===== config.mk =====
export PLATFORM = sky130hd
export DESIGN_NAME = irq_pending_ctrl
export DESIGN_NICKNAME = d
export VERILOG_FILES = /design/src/rtl/irq_pending_ctrl_pkg.sv /design/src/rtl/irq_capture.sv /design/src/rtl/irq_pending_ctrl.sv
export SDC_FILE = /design/constraint.sdc
export NUM_CORES = 1
export LEC_CHECK = 0
export ABC_AREA = 1
export ABC_CLOCK_PERIOD_IN_PS = 2300
export CORE_ASPECT_RATIO = 1.2
export CORE_MARGIN = 2
export CORE_UTILIZATION = 44
export CTS_BUF_LIST = sky130_fd_sc_hd__clkbuf_8 sky130_fd_sc_hd__clkbuf_16
export CTS_CLUSTER_SIZE = 16
export DETAILED_ROUTE_END_ITERATION = 7
export GPL_ROUTABILITY_DRIVEN = 0
export GPL_TIMING_DRIVEN = 0
export PLACE_DENSITY_LB_ADDON = 0.05
export SKIP_LAST_GASP = 1
export SLEW_MARGIN = 10
export SYNTH_ARGS = -nofsm -noshare
export SYNTH_HDL_FRONTEND = slang
export SYNTH_HIERARCHICAL = 1
export SYNTH_SLANG_ARGS = --single-unit

===== constraint.sdc =====
create_clock -name clk -period 2.3 [get_ports clk]
set_input_delay 0.345 -clock clk [delete_from_list [all_inputs] [get_ports clk]]
set_output_delay 0.345 -clock clk [all_outputs]
set_load 0.02 [all_outputs]

===== src/rtl/irq_pending_ctrl_pkg.sv =====
//------------------------------------------------------------------------------
// Module : irq_pending_ctrl_pkg
// Brief  : Shared constants and helpers for the interrupt pending controller.
// Rev    : 1.0  initial release
//------------------------------------------------------------------------------
`timescale 1ns/1ps
`default_nettype none

package irq_pending_ctrl_pkg;

    localparam int NLINES = 4;
    localparam int IDW    = 2;

    localparam logic [1:0] ST_IDLE    = 2'd0;
    localparam logic [1:0] ST_ISSUE   = 2'd1;
    localparam logic [1:0] ST_SERVICE = 2'd2;

    function automatic logic [NLINES-1:0] onehot(input logic [IDW-1:0] idx);
        logic [NLINES-1:0] v;
        v      = '0;
        v[idx] = 1'b1;
        return v;
    endfunction

endpackage

`default_nettype wire


===== src/rtl/irq_capture.sv =====
//------------------------------------------------------------------------------
// Module : irq_capture
// Brief  : Edge/level request capture with sticky pending and overflow bits.
// Rev    : 1.0  initial release
//------------------------------------------------------------------------------
`timescale 1ns/1ps
`default_nettype none

module irq_capture
    import irq_pending_ctrl_pkg::*;
#(
    parameter int EDGE_MODE = 1
) (
    input  logic              clk,
    input  logic              nrst,
    input  logic [NLINES-1:0] irq,
    input  logic              clr_en,
    input  logic [IDW-1:0]    clr_id,
    output logic [NLINES-1:0] pend,
    output logic [NLINES-1:0] ovf
);

    logic [NLINES-1:0] w_set;
    logic [NLINES-1:0] w_clr;
    logic [NLINES-1:0] r_pend;

    assign w_clr = clr_en ? onehot(clr_id) : '0;

    generate
        if (EDGE_MODE != 0) begin : g_edge
            logic [NLINES-1:0] r_irq_prev;
            logic [NLINES-1:0] r_ovf;

            always_ff @(posedge clk) begin
                if (!nrst) begin
                    r_irq_prev <= '0;
                    r_ovf      <= '0;
                end else begin
                    r_irq_prev <= irq;
                    // Issue clears overflow even if a fresh event lands the same cycle
                    r_ovf      <= (r_ovf | (w_set & r_pend & ~w_clr)) & ~w_clr;
                end
            end

            assign w_set = irq & ~r_irq_prev;
            assign ovf   = r_ovf;
        end else begin : g_level
            assign w_set = irq;
            assign ovf   = '0;
        end
    endgenerate

    // A new event coinciding with the issue of the same line is kept
    always_ff @(posedge clk) begin
        if (!nrst) begin
            r_pend <= '0;
        end else begin
            r_pend <= (r_pend | w_set) & ~(w_clr & ~w_set);
        end
    end

    assign pend = r_pend;

endmodule

`default_nettype wire


===== src/rtl/irq_pending_ctrl.sv =====
//------------------------------------------------------------------------------
// Module : irq_pending_ctrl
// Brief  : Pending-request front end for a 4-input priority encoder with
//          single-outstanding valid/ready issue and ack-tracked service.
// Rev    : 1.0  initial release
//------------------------------------------------------------------------------
`timescale 1ns/1ps
`default_nettype none

module irq_pending_ctrl
    import irq_pending_ctrl_pkg::*;
#(
    parameter int EDGE_MODE = 1
) (
    input  logic              clk,
    input  logic              nrst,
    input  logic [NLINES-1:0] irq,
    input  logic [NLINES-1:0] mask,
    output logic [NLINES-1:0] enc_i,
    input  logic [IDW-1:0]    enc_q,
    input  logic              enc_v,
    output logic              req_valid,
    output logic [IDW-1:0]    req_id,
    input  logic              req_ready,
    input  logic              ack,
    output logic              busy,
    output logic [NLINES-1:0] pend,
    output logic [NLINES-1:0] ovf
);

    logic [1:0]        r_state;
    logic              r_req_valid;
    logic [IDW-1:0]    r_req_id;
    logic              r_busy;
    logic              w_accept;
    logic [NLINES-1:0] w_pend;

    assign w_accept = r_req_valid & req_ready;

    irq_capture #(
        .EDGE_MODE (EDGE_MODE)
    ) u_capture (
        .clk    (clk),
        .nrst   (nrst),
        .irq    (irq),
        .clr_en (w_accept),
        .clr_id (r_req_id),
        .pend   (w_pend),
        .ovf    (ovf)
    );

    // Masked bits stay pending; only the encoder's view is gated
    assign enc_i = w_pend & mask;

    always_ff @(posedge clk) begin
        if (!nrst) begin
            r_state     <= ST_IDLE;
            r_req_valid <= 1'b0;
            r_req_id    <= '0;
            r_busy      <= 1'b0;
        end else begin
            case (r_state)
                ST_IDLE: begin
                    if (enc_v) begin
                        r_req_id    <= enc_q;
                        r_req_valid <= 1'b1;
                        r_state     <= ST_ISSUE;
                    end
                end
                ST_ISSUE: begin
                    if (w_accept) begin
                        r_req_valid <= 1'b0;
                        r_busy      <= 1'b1;
                        r_state     <= ST_SERVICE;
                    end
                end
                ST_SERVICE: begin
                    if (ack) begin
                        r_busy  <= 1'b0;
                        r_state <= ST_IDLE;
                    end
                end
                default: begin
                    r_req_valid <= 1'b0;
                    r_busy      <= 1'b0;
                    r_state     <= ST_IDLE;
                end
            endcase
        end
    end

    assign req_valid = r_req_valid;
    assign req_id    = r_req_id;
    assign busy      = r_busy;
    assign pend      = w_pend;

endmodule

`default_nettype wire


# Word level (Yosys, flattened, before mapping)
# Index checks and enable logic that the tools add are counted.
op_classes:
  muxes: 13
  eq_ne: 5
  n_reduce_logical: 6
  n_bitwise: 16
  magnitude_cmp: 2
op_table:
  columns: ["cell", "count"]
  rows:
  - ["$and 4x4->4", 7]
  - ["$not 4->4", 4]
  - ["$reduce_and 3->1", 3]
  - ["$or 4x4->4", 2]
  - ["$mux 2", 3]
  - ["$pmux 1 s3", 2]
  - ["$pmux 2 s3", 1]
  - ["$mux 1", 5]
  - ["$mux 4", 1]
  - ["$ne 2x2->1 const B", 2]
  - ["$lt 2x3->1 const B", 1]
  - ["$demux 1 s2", 1]
  - ["$eq 2x1->1 const B", 1]
  - ["$eq 2x2->1 const B", 1]
  - ["$ge 2x1->1 const B", 1]
  - ["$logic_not 2->1", 1]
  - ["$ne 2x1->1 const B", 1]
  - ["$not 1->1", 2]
  - ["$reduce_and 2->1", 1]
  - ["$and 1x1->1", 1]
  - ["$logic_and 1x1->1", 1]
totals:
  register_bits: 18
  elab_cells: 49
  out_inout_bits: 16

# Longest topological paths before layout
# Gate-level depths: netlist of run 1.
logic_depth:
  word_depth: 9
  depth_mapped: 6
  ltp_nobuf: 6

# Modules after synthesis
# The synthesis of run 1 kept the hierarchy.
by_module_without_submodules:
  columns: ["module", "instances", "seq_area_each_um2", "area_per_inst_um2", "cells_per_inst"]
  rows:
  - ["irq_capture", 1, 240.2, 505.5, 67]
  - ["irq_pending_ctrl", 1, 120.1, 279.0, 42]

# Least setup slack after synthesis of run 1
# Ideal clock, no wire load.
synth_path:
  kind: "reg2out"
  start: "register u_capture.r_pend[0] (netlist: u_capture/pend[0])"
  end: "output port enc_i[0]"
  required_ns: 1.955
  stages_incl_launch_ff: 3
  path_buffers: 0
  arrival_ns: 0.692
  path_slack_ns: 1.263
  path_cell_list: "dfxtp_1 -> nand2_1 -> inv_1"
synth_between:
  elab_chain_len: 1
synth_lines:
  columns: ["element", "line_no", "text"]
  rows:
  - ["from (decl)", "irq_capture.sv:25", "logic [NLINES-1:0] r_pend;"]
  - ["from (signal assigned)", "irq_capture.sv:58", "r_pend <= (r_pend | w_set) & ~(w_clr & ~w_set);"]
  - ["$and 4x4->4", "irq_pending_ctrl.sv:53", "assign enc_i = w_pend & mask;"]
  - ["to (decl)", "irq_pending_ctrl.sv:19", "output logic [NLINES-1:0] enc_i,"]
# No other way between the ends.

# Worst setup path in the final report of run 1
layout_path:
  start: "input port mask[0]"
  end: "output port enc_i[0]"
layout_between:
  elab_chain_len: 1
layout_lines:
  columns: ["element", "line_no", "text"]
  rows:
  - ["from (decl)", "irq_pending_ctrl.sv:18", "input logic [NLINES-1:0] mask,"]
  - ["$and 4x4->4", "irq_pending_ctrl.sv:53", null]
# No other way between the ends.

==> out/metrics.csv, run 1 <==
metric;value;unit
status;completed;
tritoncts;yes;
gr-total-overflow;0;
hpwl;1270;µm
required;1.96;ns
drtIter0Drc;14;
r2r_slack;1.38;ns
setup-tns-final;0;ns
synth_compound_area_share;5.58;%
syn_area_per_cell;7.20;µm²
numPortBuffers;30;
initial_core_util;47.2;%
cts_resized;0;
powerDensity;666;nW/µm²
grt_max_degree;11;
root_buffer;clkbuf_8;
clk_pin_slew;0.07;ns
die-width;42.5;µm
multi_input_area;292;µm²
maxCapViolCount;0;
finClkSkew;0.00192;ns
slew_headroom;84.9;%
worstReg2RegStart;req_valid$_SDFFE_PN0P_;
cp_max_fo;1;
p_leak;0.565;nW
diodes;0;
viasPerCell;4.75;
cts_buffers;3;
grt_usage;17.0;%
startpoint;mask[0];
rsz0062_at_grt;false;
max_freq;0.543;GHz
cp-start-kind;primary input;
fin_nets;159;
min_path_type;reg2reg;
grt_antenna_before_repair;0;
htree_levels;1;
clock_sinks;18;
worst-setup-path-type;in2out;
instances_no_fill;161;
vias;764;
clk_latency;0.25;ns
coreArea;1660;µm²
post_cts_buffers;0;
first_pass_iters;4;
antenna_left;0;
r2r_end;u_capture/pend[2]$_SDFF_PN0_;
crit_arrival;1.50;ns
synth_cell_types;14;
grt_pass1_vias;677;
syn_inst;109;
syn-num-nets;124;
drive_above_1_share;9.79;%
hold_slack;0.459;ns
fin_crit;1.84;ns
synth_top_family_by_area;simple AND/OR/NAND/NOR gates;
dieHeight;50.3;µm
finalSetupViolations;0;
n_fill_cell;149;
grt_pass1_wl;2770;µm
die_area;2140;µm²
ys_seq_elements;18;
synth-simple-area-share;31.6;%
yosysWarnings;6;
seq_area;360;µm²
ir_drop;0.000381;V
cts.path.max_buffers;2;
drc;0;
power;0.774;mW
synthAdderAreaFrac;0;%
wl;1560;µm
cts_hold_buf;0;
synth_xor_area_share;0;%
finalCritPeriodShare;80.0;%
ios;31;
rows;16;
post-place-cells;157;
rr_worst_depth;5;
slew_violations;0;
finalHoldViolations;0;
area_growth;48.2;%
endpoint;enc_i[0];
syn_area;785;µm²
fin_util;70.0;%
synth_mux_area_share;0;%
end_kind;output port;
worst_slew_pin_slew;0.226;ns
yosysSeqAreaShare;45.9;%
wl_per_cell;9.70;µm
==> logic make-up after synthesis <==
group,after synthesis
AND/OR/NAND/NOR,54
flip-flops,18
buffers and inverters,29
AO/OA/AOI/OAI,8
==> stage by stage <==
stage               worst slack (ns)  cell area [µm²]
finish                         0.460             1160
floorplan                       1.26              785
global route                   0.393             1160
global placement               0.478             1110
CTS                            0.449             1160
detailed placement             0.451             1110
==> synthesized netlist by cell type <==
library cell  count  share of area, %
o21ai_2           1               1.1
o21ai_0           2               1.3
inv_2             2              0.96
dfxtp_1          18                46
inv_1            25                12
nor2_1           10               4.8
nand3_2           3               3.8
nand2_1          24                11
a21oi_1           5               3.2
buf_12            1               2.6
buf_6             1               1.4
nand3b_1          1              0.96
nand2_2           2               1.6
nand3_1          14               8.9
==> where the power goes <==
part	internal (mW)	switching, mW
clock network	0.152	0.105
registers	0.335	0.0181
logic	0.0837	0.0798
total	0.571	0.203
==> how the worst min path moves through the flow <==
stage | startpoint | to | slack [ns] | cells after the start
after floorplan | irq[0] | u_capture/g_edge.r_irq_prev[0]$_SDFF_PN0_ | 0.44 | 2
after detailed placement | busy$_SDFFE_PN0P_ | busy$_SDFFE_PN0P_ | 0.45 | 2
final | u_capture/ovf[3]$_SDFF_PN0_ | u_capture/ovf[3]$_SDFF_PN0_ | 0.46 | 2
after global routing | u_capture/ovf[3]$_SDFF_PN0_ | u_capture/ovf[3]$_SDFF_PN0_ | 0.49 | 2
after global placement | u_capture/ovf[3]$_SDFF_PN0_ | u_capture/ovf[3]$_SDFF_PN0_ | 0.43 | 2
after CTS | busy$_SDFFE_PN0P_ | busy$_SDFFE_PN0P_ | 0.46 | 2
==> sequential cells by signal, summed over array words and instances, names as in the netlist <==
register                     count
u_capture/ovf                    4
req_valid                        1
req_id                           2
busy                             1
r_state                          2
u_capture/g_edge.r_irq_prev      4
u_capture/pend                   4
==> layout make-up <==
| class | count | area share [%] |
|---|---|---|
| plain buffers | 2 | 2.69 |
| clock buffers | 4 | 4.74 |
| inverters | 27 | 8.72 |
| multi-input cells | 62 | 25.1 |
| flip-flops and latches | 18 | 31.0 |
| well taps | 18 | 1.94 |
| repair buffers | 30 | 25.8 |
==> cell usage in the layout, fill, tap and decap left out <==
| master | n |
|---|---|
| nand2_2 | 2 |
| nand3_1 | 14 |
| o21ai_2 | 1 |
| clkdlybuf4s50_1 | 30 |
| a21oi_1 | 5 |
| nand2_1 | 24 |
| dfxtp_1 | 18 |
| inv_1 | 25 |
| buf_12 | 1 |
| buf_6 | 1 |
| nor2_1 | 10 |
| nand3_2 | 3 |
| nand3b_1 | 1 |
| clkbuf_8 | 4 |
| o21ai_0 | 2 |
| inv_2 | 2 |
==> critical path: stages <==
cell,delay (ns)
clkdlybuf4s50_1,0.46
nand2_1,0.05
inv_1,0.05
clkdlybuf4s50_1,0.59
==> per-layer routing <==
metal  wire [µm]  vias to the layer above  GRT usage [%]
li1            -                      395              -
met1         623                      341           19.4
met2         819                       24           30.8
met3          92                        4           2.52
met4          27                        0           7.81
met5           0                        -              0
Note: power is estimated with default switching activity, not from simulation.
==> run 2, diff against run 1 <==
- ABC_CLOCK_PERIOD_IN_PS: 2300 -> 1670
- CORE_UTILIZATION: 44 -> 37
- clock period: 2.3 -> 1.67 ns (I/O delays scaled with it)
==> run 2 against run 1 <==
Register-to-register slack got worse by 0.62 ns. First-iteration DRC count fell by 71%. Critical path depth did not move. Via count fell by 3.0%. Die area rose by 17%. Sequential share of layout area fell by 0.26 points. Largest cell class unchanged. Critical path type unchanged. Worst setup slack got worse by 0.42 ns. Sequential power rose by 38%. Utilization fell by 12 points.
==> out/metrics.csv, run 2 (same netlist as run 1, synthesis figures left out) <==
metric;value;unit
htree_levels;1;
grt_pass1_wl;2320;µm
required;1.42;ns
rr_worst_depth;5;
max_freq;0.615;GHz
post-place-cells;159;
cp-start-kind;primary input;
viasPerCell;4.55;
status;completed;
post_cts_buffers;0;
end_kind;output port;
instances_no_fill;163;
seq_area;360;µm²
r2r_end;u_capture/pend[2]$_SDFF_PN0_;
die-width;46.0;µm
first_pass_iters;2;
rsz0062_at_grt;false;
root_buffer;clkbuf_8;
multi_input_area;292;µm²
cts_resized;0;
worstHoldStart;u_capture/ovf[3]$_SDFF_PN0_;
maxCapViolCount;0;
fin_nets;159;
place_ws;0.0289;ns
grt_usage;13.4;%
die_area;2510;µm²
cts_hold_buf;0;
grt_pass1_vias;624;
worst_slew_pin_slew;0.226;ns
clk_latency;0.25;ns
setup-tns-final;0;ns
p_leak;0.613;nW
initial_core_util;38.7;%
min_to;u_capture/ovf[3]$_SDFF_PN0_;
setup_ws;0.0433;ns
finalHoldViolations;0;
grt_antenna_before_repair;0;
finalSetupViolations;0;
gr-total-overflow;0;
wl_per_cell;8.99;µm
powerDensity;906;nW/µm²
antenna_left;0;
worstReg2RegStart;req_valid$_SDFFE_PN0P_;
finalCritPeriodShare;97.4;%
ir_drop;0.000545;V
place_area;1110;µm²
n_fill_cell;211;
worst-setup-path-type;in2out;
wl;1470;µm
final_cell_mix;clkdlybuf4s50_1 (27), inv_1 (25), nand2_1 (24);
final_common_cell;clkdlybuf4s50_1;
whs_path_depth;2;
finClkSkew;0.000831;ns
slew_headroom;84.9;%
cp_max_fo;1;
clock_sinks;18;
coreArea;2030;µm²
cts.path.max_buffers;2;
min_path_type;reg2reg;
hpwl;1150;µm
tritoncts;yes;
final_area;1170;µm²
clk_pin_slew;0.07;ns
drtIter0Drc;4;
area_growth;49.4;%
fin_util;57.8;%
crit_arrival;1.38;ns
cts_buffers;3;
diodes;0;
r2r_slack;0.76;ns
drc;0;
ios;31;
slew_violations;0;
fin_crit;1.63;ns
numPortBuffers;30;
grt_max_degree;11;
vias;741;
rows;18;
drive_above_1_share;9.79;%
dieHeight;54.4;µm
==> run 2: routing by layer <==
metal  vias to the layer above  part of all wire [%]  global-route usage, %
met5                         -                     0                      0
met4                         0                   3.7                   12.9
met3                         4                   6.6                   3.63
met2                        21                    47                   22.2
met1                       324                    43                   13.1
li1                        392                     -                      -
==> run 2: worst max-delay path: stages <==
cell,delay (ns)
clkdlybuf4s50_1,0.45
nand2_1,0.04
inv_1,0.04
clkdlybuf4s50_1,0.58
==> run 2: area by class of cell <==
cell class | instances | area share [%]
clock buffers | 4 | 4.70
inverters | 27 | 8.64
plain buffers | 2 | 2.67
flip-flops and latches | 18 | 30.7
multi-input cells | 62 | 24.9
repair buffers | 30 | 26.3
well taps | 20 | 2.13
==> run 2: how the worst max path moves through the flow <==
stage	start	endpoint	slack [ns]	depth (start not counted)
floorplan	req_valid$_SDFFE_PN0P_	u_capture/pend[1]$_SDFF_PN0_	0.70	5
global placement	mask[3]	enc_i[3]	0.04	4
detailed placement	mask[0]	enc_i[0]	0.03	4
CTS	mask[0]	enc_i[0]	0.02	4
global route	mask[1]	enc_i[1]	0.0006	4
finish	mask[1]	enc_i[1]	0.04	4
==> run 2: stage by stage <==
step / total power, mW / hold WS [ns]
after detailed placement: 0.721 / 0.443
after floorplan: 0.610 / 0.344
after global routing: 1.11 / 0.478
final: 1.06 / 0.449
after CTS: 1.08 / 0.459
after global placement: 0.718 / 0.437
==> run 2: report_power, final <==
| part | total [mW] | internal (mW) | switching [mW] | leakage, nW |
|---|---|---|---|---|
| Sequential | 0.487 | 0.461 | 0.0253 | 0.149 |
| Clock | 0.354 | 0.209 | 0.145 | 0.0288 |
| Combinational | 0.221 | 0.114 | 0.107 | 0.435 |
